[src/rtl/plic_target_arbiter_if.sv]
// Bundle of signals between one PLIC target arbiter, the per-source gateways and
// the target's claim/complete register port.
//   master : gateways/target side (drives pending, enables, priorities, requests)
//   slave  : arbiter side (drives interrupt request, best ID and strobes)
interface plic_target_arbiter_if #(
  parameter int unsigned SOURCES    = 8,
  parameter int unsigned PRIORITIES = 7
);
  localparam int unsigned PB  = $clog2(PRIORITIES + 1);
  localparam int unsigned IDB = $clog2(SOURCES + 1);

  logic [SOURCES-1:0]    ip;
  logic [SOURCES-1:0]    ie;
  logic [SOURCES*PB-1:0] prio;
  logic [PB-1:0]         threshold;
  logic                  claim_req;
  logic                  claim_ack;
  logic [IDB-1:0]        claim_id;
  logic                  complete_req;
  logic [IDB-1:0]        complete_id;
  logic [SOURCES-1:0]    gw_claim;
  logic [SOURCES-1:0]    gw_complete;
  logic                  ireq;
  logic [IDB-1:0]        id;

  modport master (
    output ip, ie, prio, threshold, claim_req, complete_req, complete_id,
    input  claim_ack, claim_id, gw_claim, gw_complete, ireq, id
  );

  modport slave (
    input  ip, ie, prio, threshold, claim_req, complete_req, complete_id,
    output claim_ack, claim_id, gw_claim, gw_complete, ireq, id
  );
endinterface

[src/rtl/plic_target_arbiter.sv]
// Per-target PLIC arbiter and claim/complete sequencer.
// Picks the highest-priority enabled, pending, unclaimed source whose priority is
// strictly above the target threshold (lowest ID wins ties), and turns the
// target's claim/complete accesses into one-hot single-cycle gateway strobes.
// Ports:
//   clk    : system clock, rising edge
//   rst_n  : asynchronous active-low reset
//   bus    : slave modport of plic_target_arbiter_if (ip/ie/prio/threshold,
//            claim and complete handshakes, gateway strobes, ireq/id)
module plic_target_arbiter #(
  parameter int unsigned SOURCES    = 8,
  parameter int unsigned PRIORITIES = 7
) (
  input logic                   clk,
  input logic                   rst_n,
  plic_target_arbiter_if.slave  bus
);
  localparam int unsigned PB  = $clog2(PRIORITIES + 1);
  localparam int unsigned IDB = $clog2(SOURCES + 1);

  logic [SOURCES-1:0] claimed_q, claimed_d;
  logic [SOURCES-1:0] gw_claim_q, gw_claim_d;
  logic [SOURCES-1:0] gw_complete_q, gw_complete_d;
  logic [IDB-1:0]     id_q, id_d;
  logic               ireq_q;
  logic               claim_ack_q;
  logic [IDB-1:0]     claim_id_q;

  logic [SOURCES-1:0] eligible;
  logic [PB-1:0]      best_prio;
  logic [PB-1:0]      prio_i;

  // Claim/complete bookkeeping. A complete only counts against a bit that was
  // already claimed; a same-cycle claim can never hit that ID because claimed
  // IDs are never selected.
  always_comb begin
    claimed_d     = claimed_q;
    gw_claim_d    = '0;
    gw_complete_d = '0;
    for (int i = 0; i < int'(SOURCES); i++) begin
      if (bus.claim_req && (id_q == IDB'(i + 1))) begin
        claimed_d[i]  = 1'b1;
        gw_claim_d[i] = 1'b1;
      end
      if (bus.complete_req && (bus.complete_id == IDB'(i + 1)) && claimed_q[i]) begin
        claimed_d[i]     = 1'b0;
        gw_complete_d[i] = 1'b1;
      end
    end
  end

  // Arbitration against the post-update claimed mask, so a back-to-back claim
  // never sees the ID it just took. Ascending scan with strict '>' keeps the
  // lowest ID on a priority tie.
  always_comb begin
    eligible  = '0;
    best_prio = '0;
    prio_i    = '0;
    id_d      = '0;
    for (int i = 0; i < int'(SOURCES); i++) begin
      prio_i      = bus.prio[i*PB +: PB];
      eligible[i] = bus.ip[i] & bus.ie[i] & ~claimed_d[i] & (prio_i > bus.threshold);
      if (eligible[i] && (prio_i > best_prio)) begin
        best_prio = prio_i;
        id_d      = IDB'(i + 1);
      end
    end
  end

  always_ff @(posedge clk or negedge rst_n) begin
    if (!rst_n) begin
      claimed_q     <= '0;
      gw_claim_q    <= '0;
      gw_complete_q <= '0;
      id_q          <= '0;
      ireq_q        <= 1'b0;
      claim_ack_q   <= 1'b0;
      claim_id_q    <= '0;
    end else begin
      claimed_q     <= claimed_d;
      gw_claim_q    <= gw_claim_d;
      gw_complete_q <= gw_complete_d;
      id_q          <= id_d;
      ireq_q        <= (id_d != '0);
      claim_ack_q   <= bus.claim_req;
      claim_id_q    <= bus.claim_req ? id_q : '0;
    end
  end

  assign bus.claim_ack   = claim_ack_q;
  assign bus.claim_id    = claim_id_q;
  assign bus.gw_claim    = gw_claim_q;
  assign bus.gw_complete = gw_complete_q;
  assign bus.ireq        = ireq_q;
  assign bus.id          = id_q;

endmodule

[src/flat_wrapper.sv]
// flat-port wrapper written by rule: the top's interface ports become plain ports
module plic_target_arbiter_flat 
#(
  parameter int unsigned SOURCES    = 8,
  parameter int unsigned PRIORITIES = 7
)
  (clk, rst_n, bus_ip, bus_ie, bus_prio, bus_threshold, bus_claim_req, bus_complete_req, bus_complete_id, bus_claim_ack, bus_claim_id, bus_gw_claim, bus_gw_complete, bus_ireq, bus_id);
  plic_target_arbiter_if #(.SOURCES(SOURCES), .PRIORITIES(PRIORITIES)) bus_i ();
  input logic clk;
  input logic rst_n;
  input wire logic [$bits(bus_i.ip)-1:0] bus_ip;
  input wire logic [$bits(bus_i.ie)-1:0] bus_ie;
  input wire logic [$bits(bus_i.prio)-1:0] bus_prio;
  input wire logic [$bits(bus_i.threshold)-1:0] bus_threshold;
  input wire logic [$bits(bus_i.claim_req)-1:0] bus_claim_req;
  input wire logic [$bits(bus_i.complete_req)-1:0] bus_complete_req;
  input wire logic [$bits(bus_i.complete_id)-1:0] bus_complete_id;
  output wire logic [$bits(bus_i.claim_ack)-1:0] bus_claim_ack;
  output wire logic [$bits(bus_i.claim_id)-1:0] bus_claim_id;
  output wire logic [$bits(bus_i.gw_claim)-1:0] bus_gw_claim;
  output wire logic [$bits(bus_i.gw_complete)-1:0] bus_gw_complete;
  output wire logic [$bits(bus_i.ireq)-1:0] bus_ireq;
  output wire logic [$bits(bus_i.id)-1:0] bus_id;
  assign bus_i.ip = bus_ip;
  assign bus_i.ie = bus_ie;
  assign bus_i.prio = bus_prio;
  assign bus_i.threshold = bus_threshold;
  assign bus_i.claim_req = bus_claim_req;
  assign bus_i.complete_req = bus_complete_req;
  assign bus_i.complete_id = bus_complete_id;
  assign bus_claim_ack = bus_i.claim_ack;
  assign bus_claim_id = bus_i.claim_id;
  assign bus_gw_claim = bus_i.gw_claim;
  assign bus_gw_complete = bus_i.gw_complete;
  assign bus_ireq = bus_i.ireq;
  assign bus_id = bus_i.id;
  plic_target_arbiter #(.SOURCES(SOURCES), .PRIORITIES(PRIORITIES)) u_core (.clk(clk), .rst_n(rst_n), .bus(bus_i));
endmodule
[config.mk]
export PLATFORM = sky130hd
export DESIGN_NAME = plic_target_arbiter_flat
export DESIGN_NICKNAME = d
export VERILOG_FILES = /design/src/rtl/plic_target_arbiter_if.sv /design/src/rtl/plic_target_arbiter.sv /design/src/flat_wrapper.sv
export SDC_FILE = /design/constraint.sdc
export NUM_CORES = 1
export LEC_CHECK = 0
export BUFFER_PORTS_ARGS = -buffer_cell sky130_fd_sc_hd__buf_2
export CAP_MARGIN = 20
export CORE_UTILIZATION = 53
export CTS_CLUSTER_SIZE = 40
export DETAILED_ROUTE_END_ITERATION = 6
export GPL_TIMING_DRIVEN = 0
export PLACE_DENSITY = 0.81
export SETUP_SLACK_MARGIN = 0.05
export SLEW_MARGIN = 40
export SYNTH_ARGS = -nofsm -noshare
export SYNTH_HDL_FRONTEND = slang
export SYNTH_SLANG_ARGS = --single-unit
[constraint.sdc]
create_clock -name clk -period 10.7 [get_ports clk]
set_input_delay 1.07 -clock clk [delete_from_list [all_inputs] [get_ports clk]]
set_output_delay 1.07 -clock clk [all_outputs]
set_load 0.01 [all_outputs]
==> flow_results.org <==
** Run status
- The flow ran to the end, but the final reports show violations.
- Violated checks :: negative setup slack

** Global routing
- Via count of the first global-routing pass :: 2588
- Maximum number of pins on one net before global-route repair :: 35
- Number of antenna violations at the first check in global routing :: 0
- Aggregate global routing overflow :: 0
- The first global-routing pass estimated 11700 um of wire.
- Global Route Usage Sum :: 28.1%

** Pwr
- Share of total power in sequential cells :: 33.0%
- The clock network is responsible for 18.7% of the overall power.
- Static leakage power :: 0.00202 uW
- The worst-case IR drop observed on VDD is 0.0698 mV.
- Switching share of power :: 38.0%
- Part of the total power dissipated in combinational logic :: 48.3%
- Total power density per cell area :: 126 nW/um^2
- Internal power :: 313 uW
- P_sw :: 191 uW

** Die
- Io pins :: 77
- The total area inside the core boundary comes to 4850 um^2.
- In this run the vertical extent of the chip is 74 um.
- The floorplan has 25 rows.
- Effective utilization at floorplan :: 56.7%
- The die is 74 um wide.
- The floorplan step defined a die boundary enclosing 5480 um^2.

** STA
- Endpoints failing hold :: 0
- Final Worst Setup Slack :: -504 ps
- Time the final worst path needs with I/O delays and setup :: 11200 ps
- Portion of the clock cycle consumed by the worst path in the final layout :: 105%
- At the pin with the least slew margin, the transition time is 690 ps.
- Peak clock frequency supported by timing :: 89.3 MHz
- Between clock sinks in the finished design, the worst skew comes to 4.95 ps.
- Final count of negative-setup-slack endpoints :: 5
- Headroom to the max-slew limit came out at 54.0%.
- Setup repair after global routing could not meet its margin everywhere.
- Slew Viols, Final :: 0

** Yosys
- Most used flip-flop cell after synthesis :: sky130_fd_sc_hd__dfrtp_1
- Most numerous cell in the Yosys netlist :: sky130_fd_sc_hd__ha_1
- In the post-synthesis netlist, the biggest area contributors are sky130_fd_sc_hd__dfrtp_1, sky130_fd_sc_hd__ha_1, sky130_fd_sc_hd__a21oi_1.
- Register bit count reported by yosys :: 34
- Synthesis handed over a netlist of 288 instances.
- EDFF count, synth :: 0
- The synthesized design devotes to its leading area cell type 31.0% of total area.
- Average instance area after synthesis :: 9.54 um^2
- Number of distinct standard cells referenced by the synthesized netlist :: 57
- Counting every net in the synthesized netlist gives 382.
- Post-synth top cells :: sky130_fd_sc_hd__ha_1, sky130_fd_sc_hd__dfrtp_1, sky130_fd_sc_hd__inv_1
- For this run, asynchronously set or reset flops after synthesis account for 100%.
- Summing the sequential cell areas from Yosys gives 31.0% of the chip area.
- The synthesized design spends more area on one cell type than any other, namely sky130_fd_sc_hd__dfrtp_1.
- Mapped cell area :: 2750 um^2
- Yosys warnings :: 0

** Layout
- Utilization after layout :: 82.3%
- FILL cells :: 288
- The post-route netlist has 47.5% of its cells at a drive strength greater than 1.
- Final nets :: 508
- From synthesis to final layout, the design area changed by 45.3%.
- The number of antenna diodes in the final layout is 0.
- The finished layout holds 482 standard cells, fillers aside.
- The finished cells cover 3990 um^2.

** CTS
- TritonCTS clock tree :: yes
- The later pin in the worst-skew pair is clocked with a latency of 290 ps.
- The tree is rooted in a sky130_fd_sc_hd__clkbuf_8.
- The clock drives 34 sinks.
- Total CTS buffers :: 5
- The clock tree synthesis step divided the H-tree into 2 levels.
- No sink is reached through more buffers than the 2 on the longest clock path.
- After clock tree synthesis, the clock-pin slew on the worst setup and hold paths is 70 ps.

** Job
- Across the run, the number of max-cap violations was 0.

** Place
- Summing all placed instances gives a cell area of 3250 um^2.
- Port Buf Inserts :: 76
- Placed wire-length estimate :: 5260 um
- At the end of routability-driven placement, the weighted congestion stood at 0.893.
- Post-placement cell count :: 431

** Worst setup path
- At the worst endpoint, the arrival time is 11360 ps.
- On the critical path the largest part of the delay comes from compound AO/OA/AOI/OAI gates.
- The worst register-to-register path begins at u_core.bus.id[0].
- On the critical path, the stage with the largest delay is an instance of sky130_fd_sc_hd__or4_4.
- Tracing the worst setup path back leads to its startpoint at bus_threshold[1].
- The critical path contains buffers and inverters numbering 4 combined.
- The critical path is of the in -> reg type.
- On the worst path, the slowest cell contributes a delay of 510 ps.
- Worst Setup Start Kind :: input pin
- CP Max Fanout :: 5
- STA puts the critical path data required time at 10850 ps.
- Endpoint kind of the worst setup timing path :: register

** Drt
- Post-DR vias/cell :: 6.23
- After the first detailed-routing iteration, the DRC count stood at 190.
- Final ANT Viol Nets :: 0
- In the routed design, unresolved DRC markers number 0.
- Vias after detailed routing :: 3001
- Wirelength per Cell :: 19.2 um
- Wires add up to 9260 um.
- Detailed Routing Iterations Pass 1 :: 6

** Min path
- The worst hold path belongs to the class reg -> reg.
- In this run the most critical hold path is launched from u_core.claimed_q[2].
==> per-stage QoR <==
stage          hold WS (ps)  total power (uW)  setup TNS [ps]  setup WS [ps]
2_1_floorplan           466               284               0           54.3
3_3_place_gp            494               332           -4830          -1010
3_5_place_dp            512               339           -5530          -1190
4_1_cts                 525               454               0           57.2
5_1_grt                 558               532           -4230           -961
6_report                540               504           -2150           -504
==> area by class of cell <==
cell class                      instances  area, um^2  area share, %
Buffer                                  4        36.3          0.909
Clock buffer                            7        86.3           2.16
Clock inverter                          1        5.00          0.125
Inverter                               23        93.8           2.35
Multi-Input combinational cell        227        2120           53.0
Sequential cell                        34         851           21.3
Tap cell                               67        83.8           2.10
Timing Repair Buffer                  119         719           18.0
==> cell usage in the layout, fill, tap and decap left out, types with 3 or more instances in the layout <==
cell type / n
sky130_fd_sc_hd__buf_2: 74
sky130_fd_sc_hd__buf_4: 42
sky130_fd_sc_hd__ha_1: 34
sky130_fd_sc_hd__dfrtp_1: 34
sky130_fd_sc_hd__inv_1: 20
sky130_fd_sc_hd__nor2_1: 18
sky130_fd_sc_hd__nand3_1: 15
sky130_fd_sc_hd__a21oi_1: 13
sky130_fd_sc_hd__nand2_1: 9
sky130_fd_sc_hd__ha_4: 8
sky130_fd_sc_hd__clkbuf_8: 7
sky130_fd_sc_hd__a21o_1: 7
sky130_fd_sc_hd__nand3b_1: 6
sky130_fd_sc_hd__o211ai_1: 6
sky130_fd_sc_hd__a21oi_2: 5
sky130_fd_sc_hd__nor2b_1: 5
sky130_fd_sc_hd__and3_1: 5
sky130_fd_sc_hd__nand4_1: 5
sky130_fd_sc_hd__o21ai_0: 5
sky130_fd_sc_hd__and2_1: 5
sky130_fd_sc_hd__o211a_1: 4
sky130_fd_sc_hd__buf_6: 4
sky130_fd_sc_hd__and3_2: 4
sky130_fd_sc_hd__nor3_1: 4
sky130_fd_sc_hd__and4_1: 3
sky130_fd_sc_hd__a31oi_1: 3
sky130_fd_sc_hd__a22oi_2: 3
sky130_fd_sc_hd__and3b_1: 3
sky130_fd_sc_hd__nand3_2: 3
sky130_fd_sc_hd__a21oi_4: 3
sky130_fd_sc_hd__o21ai_2: 3
==> registers in the layout, summed over array words and instances (netlist names) <==
name / flops
u_core.bus.id: 4
u_core.bus.gw_claim: 8
u_core.bus.ireq: 1
u_core.bus.claim_id: 4
u_core.claimed_q: 8
u_core.bus.claim_ack: 1
u_core.bus.gw_complete: 8
==> layer usage <==
layer / vias to the layer above / global-route usage [%] / part of all wire (%)
met5: - / 0 / 0
met4: 0 / 16.7 / 5.5
met3: 59 / 3.93 / 7.8
met2: 208 / 48.0 / 49
met1: 1394 / 33.7 / 38
li1: 1340 / - / -
==> power groups by stage <==
stage                     logic [uW]  registers, uW  clock network (uW)
after global routing             263            168                 101
after detailed placement         172            167                   0
after global placement           165            167                   0
after floorplan                  114            170                   0
after CTS                        194            165                95.2
final                            244            166                94.3
==> worst reg2reg max path, delay by kind of cell (launching register included) <==
| kind | cells | cell delay, ps |
|---|---|---|
| compound gates | 20 | 4210 |
| simple gates | 19 | 3190 |
| flops | 1 | 470 |
| buf+inv | 2 | 370 |
| fa+ha+maj | 7 | 2110 |
| mux | 1 | 320 |
==> final timing paths <==
check                                                  to  cells after the start  slack, ps
worst max-delay path                      u_core.bus.ireq                     52       -500
worst min-delay path                  u_core.claimed_q[2]                      2        540
worst max register to register            u_core.bus.ireq                     49       -100
worst min register to register        u_core.claimed_q[2]                      2        540
max in group asynchronous          u_core.bus.gw_claim[7]                      1       9430
min in group asynchronous       u_core.bus.gw_complete[0]                      1        820
==> what timing repair did <==
item                                    4_1_cts  5_1_grt
resized for setup                            23       35
endpoints found under the setup margin        5        5
buffers inserted                             28       15
hold buffers                                  0        0
pin swaps                                    25       49
==> cell families (layout without fill, tap and decap cells) <==
family / after synthesis / count (layout) / synth area share [%]
AND/OR/NAND/NOR: 103 / 103 / 21.7
AO/OA/AOI/OAI: 78 / 78 / 22.0
flip-flops: 34 / 34 / 31.0
multiplexers: 3 / 3 / 1.23
buffers and inverters: 27 / 154 / 4.46
adder cells (fa/ha/maj): 43 / 43 / 19.6
Power figures use the tool's default switching activity.
